===== config.mk =====
export PLATFORM = sky130hd
export DESIGN_NAME = if_pc_gen
export DESIGN_NICKNAME = d
export VERILOG_FILES = /design/src/rtl/drac_pkg.sv /design/src/rtl/if_fetch_buffer.sv /design/src/rtl/if_pc_gen.sv
export SDC_FILE = /design/constraint.sdc
export NUM_CORES = 1
export LEC_CHECK = 0
export ABC_AREA = 1
export BUFFER_PORTS_ARGS = -buffer_cell sky130_fd_sc_hd__buf_2
export CAP_MARGIN = 10
export CORE_ASPECT_RATIO = 0.6
export CORE_MARGIN = 10
export CORE_UTILIZATION = 56
export CTS_BUF_LIST = sky130_fd_sc_hd__clkbuf_4 sky130_fd_sc_hd__clkbuf_8
export DETAILED_ROUTE_END_ITERATION = 10
export PLACE_DENSITY = 0.89
export RECOVER_POWER = 100
export SYNTH_ARGS = -nofsm -noshare
export SYNTH_HDL_FRONTEND = slang
export SYNTH_HIERARCHICAL = 1
export SYNTH_SLANG_ARGS = --single-unit

===== constraint.sdc =====
create_clock -name clk_i -period 3.3 [get_ports clk_i]
set_input_delay 0.66 -clock clk_i [delete_from_list [all_inputs] [get_ports clk_i]]
set_output_delay 0.66 -clock clk_i [all_outputs]
set_load 0.03 [all_outputs]

===== src/rtl/drac_pkg.sv =====
// Shared types for the fetch front end: address width, next-PC and jump-source
// selectors, fetch FSM states and the IF->ID payload.
package drac_pkg;

    localparam int ADDR_SIZE = 40;
    localparam int INST_SIZE = 32;

    typedef enum logic [1:0] {
        NEXT_PC_SEL_BP_OR_PC_4 = 2'd0,
        NEXT_PC_SEL_JUMP       = 2'd1,
        NEXT_PC_SEL_KEEP_PC    = 2'd2,
        NEXT_PC_SEL_DEBUG      = 2'd3
    } next_pc_sel_t;

    typedef enum logic [1:0] {
        SEL_JUMP_DECODE    = 2'd0,
        SEL_JUMP_EXECUTION = 2'd1,
        SEL_JUMP_CSR       = 2'd2,
        SEL_JUMP_DEBUG     = 2'd3
    } jump_addr_fetch_t;

    typedef enum logic [1:0] {
        IF_REQ   = 2'd0,
        IF_WAIT  = 2'd1,
        IF_KILL  = 2'd2,
        IF_INVAL = 2'd3
    } if_state_t;

    typedef struct packed {
        logic [ADDR_SIZE-1:0] pc;
        logic [INST_SIZE-1:0] inst;
        logic                 xcpt_access;
        logic                 xcpt_misaligned;
    } if_id_t;

endpackage


===== src/rtl/if_fetch_buffer.sv =====
// One-entry holding register between the icache and decode.
// Flush beats fill, fill beats consume; the payload reads as zero while empty.
module if_fetch_buffer
    import drac_pkg::*;
(
    input  logic   clk_i,
    input  logic   rst_i,
    input  logic   flush_i,
    input  logic   consume_i,
    input  logic   fill_i,
    input  if_id_t fill_data_i,
    output logic   valid_o,
    output if_id_t data_o
);

    logic   valid_q;
    if_id_t data_q;

    always_ff @(posedge clk_i) begin
        if (rst_i || flush_i) begin
            valid_q <= 1'b0;
            data_q  <= '0;
        end else if (fill_i) begin
            valid_q <= 1'b1;
            data_q  <= fill_data_i;
        end else if (consume_i) begin
            valid_q <= 1'b0;
            data_q  <= '0;
        end
    end

    assign valid_o = valid_q;
    assign data_o  = valid_q ? data_q : '0;

endmodule


===== src/rtl/if_pc_gen.sv =====
// Instruction-fetch PC generator: owns pc_q, issues single outstanding icache
// requests, drops stale responses after redirects, and sequences icache invalidates.
//
//   state    | meaning
//   ---------+-------------------------------------------------------------
//   IF_REQ   | idle/requesting pc_q when the buffer is empty
//   IF_WAIT  | request accepted, waiting for the icache response
//   IF_KILL  | redirected mid-flight, next response is dropped
//   IF_INVAL | icache_inval_o held high until icache_inval_ack_i
module if_pc_gen
    import drac_pkg::*;
#(
    parameter logic [ADDR_SIZE-1:0] RESET_ADDRESS = 40'h0000_0100
) (
    input  logic                 clk_i,
    input  logic                 rst_i,
    input  next_pc_sel_t         next_pc_sel_i,
    input  jump_addr_fetch_t     sel_addr_if_i,
    input  logic [ADDR_SIZE-1:0] addr_decode_i,
    input  logic [ADDR_SIZE-1:0] addr_exe_i,
    input  logic [ADDR_SIZE-1:0] addr_csr_i,
    input  logic [ADDR_SIZE-1:0] addr_debug_i,
    input  logic                 bp_taken_i,
    input  logic [ADDR_SIZE-1:0] bp_target_i,
    input  logic                 stall_if_i,
    input  logic                 flush_if_i,
    input  logic                 invalidate_icache_i,
    input  logic                 invalidate_buffer_i,
    output logic                 icache_req_valid_o,
    output logic [ADDR_SIZE-1:0] icache_req_addr_o,
    input  logic                 icache_req_ready_i,
    input  logic                 icache_resp_valid_i,
    input  logic [INST_SIZE-1:0] icache_resp_data_i,
    input  logic                 icache_resp_xcpt_i,
    output logic                 icache_inval_o,
    input  logic                 icache_inval_ack_i,
    output logic                 valid_fetch_o,
    output if_id_t               fetch_o
);

    if_state_t            state_q, state_d;
    logic [ADDR_SIZE-1:0] pc_q, pc_d, req_pc_q, jump_addr;
    logic                 inval_pending_q, inval_pending_d, inval_pending_now, inval_done;
    logic                 kill_pending_q;
    logic                 redirect, consume, eff_resp, misaligned;
    logic                 buf_valid, fill, req_valid;
    if_id_t               fill_data;

    always_comb begin
        jump_addr = addr_decode_i;
        case (sel_addr_if_i)
            SEL_JUMP_DECODE:    jump_addr = addr_decode_i;
            SEL_JUMP_EXECUTION: jump_addr = addr_exe_i;
            SEL_JUMP_CSR:       jump_addr = addr_csr_i;
            SEL_JUMP_DEBUG:     jump_addr = addr_debug_i;
            default:            jump_addr = addr_decode_i;
        endcase
    end

    always_comb begin
        pc_d = pc_q;
        case (next_pc_sel_i)
            NEXT_PC_SEL_BP_OR_PC_4: pc_d = bp_taken_i ? bp_target_i : pc_q + 40'd4;
            NEXT_PC_SEL_JUMP:       pc_d = jump_addr;
            NEXT_PC_SEL_KEEP_PC:    pc_d = pc_q;
            NEXT_PC_SEL_DEBUG:      pc_d = addr_debug_i;
            default:                pc_d = pc_q;
        endcase
    end

    // A stalled jump leaves pc_q untouched, so it must not kill the in-flight fetch either.
    assign redirect = (!stall_if_i && (next_pc_sel_i == NEXT_PC_SEL_JUMP ||
                                       next_pc_sel_i == NEXT_PC_SEL_DEBUG))
                      || flush_if_i || invalidate_buffer_i;
    assign consume           = !stall_if_i && (next_pc_sel_i == NEXT_PC_SEL_BP_OR_PC_4);
    assign eff_resp          = icache_resp_valid_i && !kill_pending_q;
    assign misaligned        = (pc_q[1:0] != 2'b00);
    assign inval_pending_now = inval_pending_q || invalidate_icache_i;

    always_comb begin
        state_d        = state_q;
        req_valid      = 1'b0;
        icache_inval_o = 1'b0;
        fill           = 1'b0;
        fill_data      = '0;
        inval_done     = 1'b0;
        case (state_q)
            IF_REQ: begin
                if (inval_pending_q) begin
                    state_d = IF_INVAL;
                end else if (!buf_valid) begin
                    if (misaligned) begin
                        fill                      = !redirect;
                        fill_data.pc              = pc_q;
                        fill_data.xcpt_misaligned = 1'b1;
                    end else begin
                        req_valid = 1'b1;
                        if (icache_req_ready_i) state_d = redirect ? IF_KILL : IF_WAIT;
                    end
                end
            end
            IF_WAIT: begin
                if (eff_resp) begin
                    // A redirect arriving with the response just drops it; nothing is left in flight.
                    fill                  = !redirect;
                    fill_data.pc          = req_pc_q;
                    fill_data.inst        = icache_resp_data_i;
                    fill_data.xcpt_access = icache_resp_xcpt_i;
                    state_d               = inval_pending_now ? IF_INVAL : IF_REQ;
                end else if (redirect) begin
                    state_d = IF_KILL;
                end
            end
            IF_KILL: begin
                if (eff_resp) state_d = inval_pending_now ? IF_INVAL : IF_REQ;
            end
            IF_INVAL: begin
                icache_inval_o = 1'b1;
                if (icache_inval_ack_i) begin
                    inval_done = 1'b1;
                    state_d    = IF_REQ;
                end
            end
            default: state_d = IF_REQ;
        endcase
    end

    assign inval_pending_d = (inval_pending_q && !inval_done) || invalidate_icache_i;

    always_ff @(posedge clk_i) begin
        if (rst_i) begin
            state_q         <= IF_REQ;
            pc_q            <= RESET_ADDRESS;
            req_pc_q        <= RESET_ADDRESS;
            inval_pending_q <= 1'b0;
            // Remember a response still owed by the icache so the first one after reset is dropped.
            kill_pending_q  <= ((state_q == IF_WAIT) || (state_q == IF_KILL) || kill_pending_q)
                               && !icache_resp_valid_i;
        end else begin
            state_q         <= state_d;
            inval_pending_q <= inval_pending_d;
            if (!stall_if_i) pc_q <= pc_d;
            if (req_valid && icache_req_ready_i) req_pc_q <= pc_q;
            if (icache_resp_valid_i) kill_pending_q <= 1'b0;
        end
    end

    assign icache_req_valid_o = req_valid;
    assign icache_req_addr_o  = req_valid ? pc_q : '0;

    if_fetch_buffer u_fetch_buffer (
        .clk_i       (clk_i),
        .rst_i       (rst_i),
        .flush_i     (redirect),
        .consume_i   (consume),
        .fill_i      (fill),
        .fill_data_i (fill_data),
        .valid_o     (buf_valid),
        .data_o      (fetch_o)
    );

    assign valid_fetch_o = buf_valid;

endmodule


# ---- Word-level counts from Yosys, hierarchy flattened
# Index checks and enable logic that the tools add are counted.
dict set report totals {
  register_bits 159
  out_inout_bits 117
  wordCells 99
}
dict set report classes {
  add_sub_neg 1
  eq_ne 15
  muxes 44
  bitwise_logic 2
  reduce_logical 27
}
# cell n
set op_table {}
lappend op_table {{two-way mux 74 bit} 3}
lappend op_table {{two-way mux 40 bit} 5}
lappend op_table {{case mux 40 bit (4 select lines)} 1}
lappend op_table {{case mux 40 bit (3 select lines)} 1}
lappend op_table {{case mux 40 bit (2 select lines)} 1}
lappend op_table {{two-way mux 73 bit} 1}
lappend op_table {{adder 40 x 3 -> 40 bit (second input constant)} 1}
lappend op_table {{two-way mux 33 bit} 1}
lappend op_table {{two-way mux 2 bit} 10}
lappend op_table {{two-way mux 1 bit} 19}
lappend op_table {{== test 2 bit (second input constant)} 6}
lappend op_table {{!= test 3 bit (second input constant)} 4}
lappend op_table {{logical OR 1 bit} 8}
lappend op_table {{case mux 2 bit (4 select lines)} 1}
lappend op_table {{== test 2 x 1 -> 1 bit (second input constant)} 3}
lappend op_table {{logical AND 1 bit} 6}
lappend op_table {{logical NOT 2 bit} 3}
lappend op_table {{AND reduction 6 bit} 1}
lappend op_table {{nonzero test 2 bit} 3}
lappend op_table {{logical NOT 1 bit} 5}
lappend op_table {{!= test 2 bit (second input constant)} 2}
lappend op_table {{NOT 1 bit} 2}
lappend op_table {{case mux 1 bit (2 select lines)} 1}
lappend op_table {{AND reduction 2 bit} 1}

# ---- Depth between registers and ports, before layout
# Gate-level depths: netlist (run 1).
dict set report depth {
  ltp_word 11
  ltp_mapped 13
}

# ---- By module
# Netlist (run 1), hierarchy kept.
# module n_inst cells_per_inst area_per_inst_um2 seq_area_each_um2
set by_module_without_submodules {}
lappend by_module_without_submodules {if_pc_gen 1 1187 6815.3 1691.6}
lappend by_module_without_submodules {if_fetch_buffer 1 482 3372.0 1501.4}

# ---- Worst setup path after synthesis (run 1)
# Ideal clock, no wire load.
dict set report synth_timing {
  path_kind {register to output}
  start {register state_q[0]}
  end {output icache_req_addr_o[19]}
  arrival_ns 1.600
  t_required_ns 2.640
  slack_ns 1.040
  stages_incl_launch_ff 9
  n_path_buf 2
  path_cell_list {dfxtp_1 > inv_1 > ha_1 > inv_1 > nor2_4 > nand3_2 > clkbuf_1 > buf_2 > nor2_1}
}
dict set report synth_between {
  elab_chain_cells 3
}
# item line
set synth_rtl {}
lappend synth_rtl {{start, declared} if_pc_gen.sv:41} ;# if_state_t state_q, state_d;
lappend synth_rtl {{start signal, assigned} if_pc_gen.sv:140} ;# state_q <= state_d;
lappend synth_rtl {{logical NOT 2 bit} if_pc_gen.sv:87} ;# case (state_q)
lappend synth_rtl {{two-way mux 1 bit} if_pc_gen.sv:87}
lappend synth_rtl {{two-way mux 40 bit} if_pc_gen.sv:149} ;# assign icache_req_addr_o = req_valid ? pc_q : '0;
lappend synth_rtl {{end, declared} if_pc_gen.sv:30} ;# output logic [ADDR_SIZE-1:0] icache_req_addr_o,
# Every way passes these cells.

# ---- Worst setup path after layout (run 1)
dict set report layout_timing {
  start {register state_q[0]}
  end {output icache_req_addr_o[30]}
}
# Same word-level chain as after synthesis.

==> out/summary.txt, run 1 <==
Crit path kind - flop to output pin
Top Usage Layer GRT - met2
Post-synthesis cell area - 10,190 um^2
HP Class - primary input to flop
Initial Util - 56.68%
Grt met2 use - 44.89%
Number of primary I/O pins - 364
Yosys warns - 6
Worst EP required - 2.64 ns
Min-delay src - invalidate_icache_i
Post-synthesis sequential area ratio - 31.34%
RSZ-0062 raised after global routing - no
Final-stage net count - 2,219
Min Hold Slack - 0.4405 ns
GRT Residual Overflow - 0
Clk_skew - 0.01829 ns
RD Place Congestion - 0.9574
Vias in the first global route - 11,440
Fmax - 330.7 MHz
Max Cap Viol - 2
Die Area - 24,160 um^2
Placed inst area - 11,960 um^2
EDFF count, synth - 1
Worst-Margin Slew - 1.605 ns
R2R Path Start - state_q[0]$_SDFFE_PP0P_
Post-cts resize count - 0
Slowest CP cell - buf_2
Setup TNS - 0 ns
Detail Placement HPWL - 28,260 um
Synthesis-to-layout area growth - 19.52%
Startpoint types - flop
Hold_buf cts - 0
Pins Over Slew Limit - 113
PortBufs - 361
Most used cell, CP - inv_1
Most common cell after layout, fill and taps aside - nand2_1
Pre-Repair DR Iteration Count - 6
Initial antenna violation count - 0
Status - complete, but fails checks
Multi-input gate area - 5607 um^2
DP Worst Slack - 0.8878 ns
VDD IR max - 0.2886 mV
Min cycle time layout - 3.024 ns
Crit Path Max Fanout - 28
Vias post-DR - 12,140
Max-slew headroom - -6.988%
DRT antenna net count - 0
Endpoints failing setup - 0
Final Instance Area - 12,180 um^2
Top post-synthesis cells by area - dfxtp_1 (31%), nand2_1 (19%), a21oi_1 (8.2%), o21ai_0 (8.1%), inv_1 (7.9%)
DRC - 0
Clock transition at path regs - 0.11 ns
Via/cell ratio - 5.468
Clk root buf - clkbuf_8
Clock latency at the later pin of the worst-skew pair - 0.46 ns
Critical Path Start - state_q[0]$_SDFFE_PP0P_
FF/Latch Area - 3194 um^2
Worst path cell trace - inv_1 -> ha_1 -> inv_1 -> nor2_4 -> nand3_2 -> buf_2 -> nor2_1 -> clkbuf_2
Cell taking the most area after synthesis - dfxtp_1
CORE AREA - 17,970 um^2
TritonCTS Sinks - 159
Ys flop type - dfxtp_1
Setup ws final - 0.2760 ns
P_leak - 5.651 nW
Syn Inst Count - 1,669
# fillers - 1,737
Crit path DAT - 2.36 ns
Yosys reg bits - 159
Die Ht - 124.5 um
Routed WL per cell - 16.67 um
Iter 0 DRT Violations - 1,264
Share of the synthesized area in the top cell type - 31.05%
Critical path endpoint category - output pin
CTS tree - built
WL final - 37,000 um
Layout cell share with drive strength beyond 1 - 19.60%
Syn_area_per_cell - 6.104 um^2
First-pass GRT wire length - 59,050 um
Failing checks - max-capacitance violations, max-slew violations
Setup repair bufs after CTS - 0
Commonest non-fill, non-tap cells in the layout - nand2_1 (521), buf_2 (250), inv_1 (216)
Hold Fails Final Rpt - 0
H-Tree Depth - 4
Met3 Resource Use GR - 7.043%
Final period utilization - 91.64%
Asr flop ratio synth - 0%
Diode count - 0
CTS buffer count - 17
PD cells - 411.3 nW/um^2
Pin count of the biggest net entering global routing - 77
Met1 Use GR - 39.13%
Clock buffer depth - 2
Worst path max stage delay - 0.54 ns
Netlist cell types - 40
All-layer global routing usage - 28.78%
FP Rows - 38
Total Power - 5.008 mW
Chip width - 194.1 um
==> critical path, delay by kind of cell (launching register included) <==
family	cells	cell delay, ns
fa+ha+maj	1	0.20
flops	1	0.38
simple gates	3	0.37
buf+inv	4	0.95
==> path summary, 6_finish.rpt <==
kind | endpoint | slack, ns | cells past startpoint
max reg2reg | u_fetch_buffer/data_q[11]$_SDFFE_PP0P_ | 0.40 | 11
min reg2reg | req_pc_q[0]$_SDFFE_PP0P_ | 0.46 | 2
min | inval_pending_q$_SDFF_PP0_ | 0.44 | 3
max | icache_req_addr_o[30] | 0.28 | 8
==> flip-flops by register name (all words and copies together), names as in the netlist <==
register	flops
u_fetch_buffer/data_q	74
pc_q	40
state_q	2
kill_pending_q	1
u_fetch_buffer/valid_o	1
inval_pending_q	1
req_pc_q	40
==> layer usage <==
layer	vias up	routed length, um
met5	-	0
met4	0	551
met3	52	3581
met2	599	16520
met1	5564	16350
li1	5925	-
==> stage by stage <==
| step | utilization (%) | std cells |
|---|---|---|
| 6_report | 67.75 | 2220 |
| 5_1_grt | 67.75 | 2220 |
| 4_1_cts | 68.82 | 2220 |
| 3_5_place_dp | 66.53 | 2188 |
| 3_3_place_gp | 66.53 | 2188 |
| 2_1_floorplan | - | 1670 |
==> cell families after synthesis <==
logic type,count (synthesis),synth area share [%]
other,1,0.03681
flip-flops,159,31.34
XOR/XNOR,5,0.4299
AND/OR/NAND/NOR,740,29.11
AO/OA/AOI/OAI,438,25.14
adder cells (fa/ha/maj),5,0.6141
buffers and inverters,321,13.33
==> report_power, final <==
group	leakage, nW	switching [mW]	internal, mW
registers	1.30	0.122	2.07
logic	4.14	0.906	0.406
clock network	0.210	0.861	0.640
==> layout make-up <==
cell class | instances | share of cell area (%)
Timing Repair Buffer | 379 | 15.10
Multi-Input combinational cell | 1190 | 46.05
Tap cell | 240 | 2.466
Clock inverter | 15 | 1.449
Sequential cell | 159 | 26.24
Clock buffer | 17 | 1.922
Inverter | 220 | 6.782
==> cell usage after synthesis (2+ instances only) <==
cell       instances
nand3_1           41
dfxtp_1          158
inv_2              5
nor2_1           142
nand2_2            4
inv_1            214
ha_1               5
a21oi_1          166
buf_6              3
nor2_4             5
xor2_1             5
a221oi_1           3
a31oi_1            7
nand3b_1           2
o21ai_0          164
a22oi_1            3
o2111ai_1         35
clkbuf_8           2
buf_2             39
nor3_1             5
buf_4             15
nor2_2             8
o211ai_1           7
clkbuf_1          39
a21oi_2           50
nand2_1          521
nand4_1            8
No activity file was read; power rests on OpenSTA's default activity.
==> run 2: changes to the inputs <==
- CORE_UTILIZATION: 56 -> 50
- PLACE_DENSITY: 0.89 -> 0.8
==> out/summary.txt, run 2 (same netlist as run 1, synthesis figures left out) <==
Synthesis-to-layout area growth - 20.34%
Post-placement cell count - 2,223 (+1.6%)
Most common cell after layout, fill and taps aside - nand2_1
Endpoints failing setup - 0 (unchanged)
Min cycle time layout - 3.036 ns (+0.01200 ns)
Diode count - 0 (unchanged)
Worst EP required - 2.64 ns (about the same)
R2r endpoint - u_fetch_buffer/data_q[73]$_SDFFE_PP0P_
GRT Residual Overflow - 0 (unchanged)
Top reg by flops - u_fetch_buffer/data_q
Hold depth - 3 (unchanged)
Failing checks - max-capacitance violations, max-slew violations
Worst-Margin Slew - 1.560 ns (-0.04513 ns)
Hold EP - inval_pending_q$_SDFF_PP0_
CORE AREA - 20,020 um^2 (+11%)
Setup repair bufs after CTS - 0 (unchanged)
Chip width - 204.3 um (+5.2%)
Non-Filler Instances - 2,255 (+1.6%)
DRT antenna net count - 0 (unchanged)
Number of primary I/O pins - 364 (unchanged)
Setup ws final - 0.2640 ns (-0.01200 ns)
Fmax - 329.4 MHz (-0.40%)
WL final - 38,710 um (+4.6%)
Crit Path Max Fanout - 24 (-14%)
Commonest non-fill, non-tap cells in the layout - nand2_1 (521), buf_2 (252), inv_1 (216)
PD cells - 414.8 nW/um^2 (+0.86%)
Final period utilization - 92.00% (+0.36 points)
FF-to-FF setup slack - 0.41 ns (about the same)
Clock latency at the later pin of the worst-skew pair - 0.45 ns (about the same)
Hold Fails Final Rpt - 0 (unchanged)
All-layer global routing usage - 27.52% (-1.3 points)
RD Place Congestion - 0.9803 (+2.4%)
FP Rows - 40 (+5.3%)
Clock buffer depth - 2 (unchanged)
Status - complete, but fails checks
Pin count of the biggest net entering global routing - 77 (unchanged)
Vias in the first global route - 11,350 (-0.81%)
Startpoint types - flop
Final-stage net count - 2,221 (+0.090%)
HP Class - primary input to flop
Crit path DAT - 2.38 ns (+0.02 ns)
Min Hold Slack - 0.4548 ns (+0.01424 ns)
P_leak - 5.651 nW (about the same)
Crit path kind - flop to output pin
Util after Layout - 61.24% (-6.5 points)
Placed inst area - 12,010 um^2 (+0.47%)
Cells on worst reg2reg path - 11 (unchanged)
Clock transition at path regs - 0.09 ns (-0.02 ns)
DRC - 0 (unchanged)
H-Tree Depth - 4 (unchanged)
PortBufs - 361 (unchanged)
Routed WL per cell - 17.16 um (+3.0%)
First-pass GRT wire length - 59,810 um (+1.3%)
Vias post-DR - 12,100 (-0.34%)
Pins Over Slew Limit - 112 (-0.88%)
Critical path endpoint category - output pin
Post-cts resize count - 0 (unchanged)
Max-slew headroom - -3.979% (+3.0 points)
Clk_skew - 0.01042 ns (-0.007863 ns)
Die Area - 26,670 um^2 (+10%)
Layout cell share with drive strength beyond 1 - 19.53% (-0.070 points)
Clk root buf - clkbuf_8
Pre-Repair DR Iteration Count - 5 (-1)
CTS tree - built
TritonCTS Sinks - 159 (unchanged)
DP Worst Slack - 0.8297 ns (-0.05812 ns)
Initial Util - 50.89% (-5.8 points)
Critical Path Start - state_q[0]$_SDFFE_PP0P_
Final Instance Area - 12,260 um^2 (+0.69%)
Setup TNS - 0 ns (unchanged)
Die Ht - 130.6 um (+4.9%)
R2R Path Start - state_q[0]$_SDFFE_PP0P_
Total Power - 5.086 mW (+1.6%)
CTS buffer count - 17 (unchanged)
Max reg flops - 74 (unchanged)
Via/cell ratio - 5.365 (-1.9%)
Biggest regs - u_fetch_buffer/data_q (74), pc_q (40), req_pc_q (40)
Initial antenna violation count - 1 (+1)
Iter 0 DRT Violations - 1,417 (+12%)
RSZ-0062 raised after global routing - no
Max Cap Viol - 2 (unchanged)
# fillers - 2,064 (+19%)
Detail Placement HPWL - 29,470 um (+4.3%)
Min-delay src - invalidate_icache_i
Hold_buf cts - 0 (unchanged)
VDD IR max - 0.3184 mV (+10%)
-- run 2: cell type report --
type / count / area, um^2 / share of cell area [%]
Multi-Input combinational cell: 1190 / 5609 / 45.75
Clock buffer: 22 / 284.0 / 2.317
Inverter: 220 / 825.8 / 6.736
Timing Repair Buffer: 381 / 1869 / 15.25
Clock inverter: 10 / 135.1 / 1.102
Tap cell: 273 / 341.6 / 2.786
Sequential cell: 159 / 3194 / 26.06
-- run 2: power breakdown --
part / internal, mW / switching [mW]
logic: 0.417 / 0.927
registers: 2.07 / 0.121
clock network: 0.812 / 0.738
total: 3.30 / 1.79
-- run 2: layer usage --
metal	wire length (um)	vias to the layer above	track usage [%]
li1	-	5934	-
met1	17120	5528	37.23
met2	16900	590	43.01
met3	4168	45	7.647
met4	501	2	5.635
met5	13	-	0
-- run 2: worst max path at each step --
stage,end,depth (start not counted),slack (ns)
after floorplan,icache_req_addr_o[19],8,1.04
after global placement,icache_req_addr_o[17],8,0.91
after detailed placement,icache_req_addr_o[29],8,0.83
after CTS,icache_req_addr_o[29],8,0.33
after global routing,icache_req_addr_o[39],8,0.07
final,icache_req_addr_o[29],8,0.26
-- run 2: worst max-delay path: stages (launching register included) --
cell and delay (ns):
dfxtp_1 0.33, inv_1 0.10, ha_1 0.15, inv_1 0.07, nor2_4 0.14, nand3_2 0.33
clkbuf_4 0.40, nor2_1 0.16, clkbuf_2 0.23
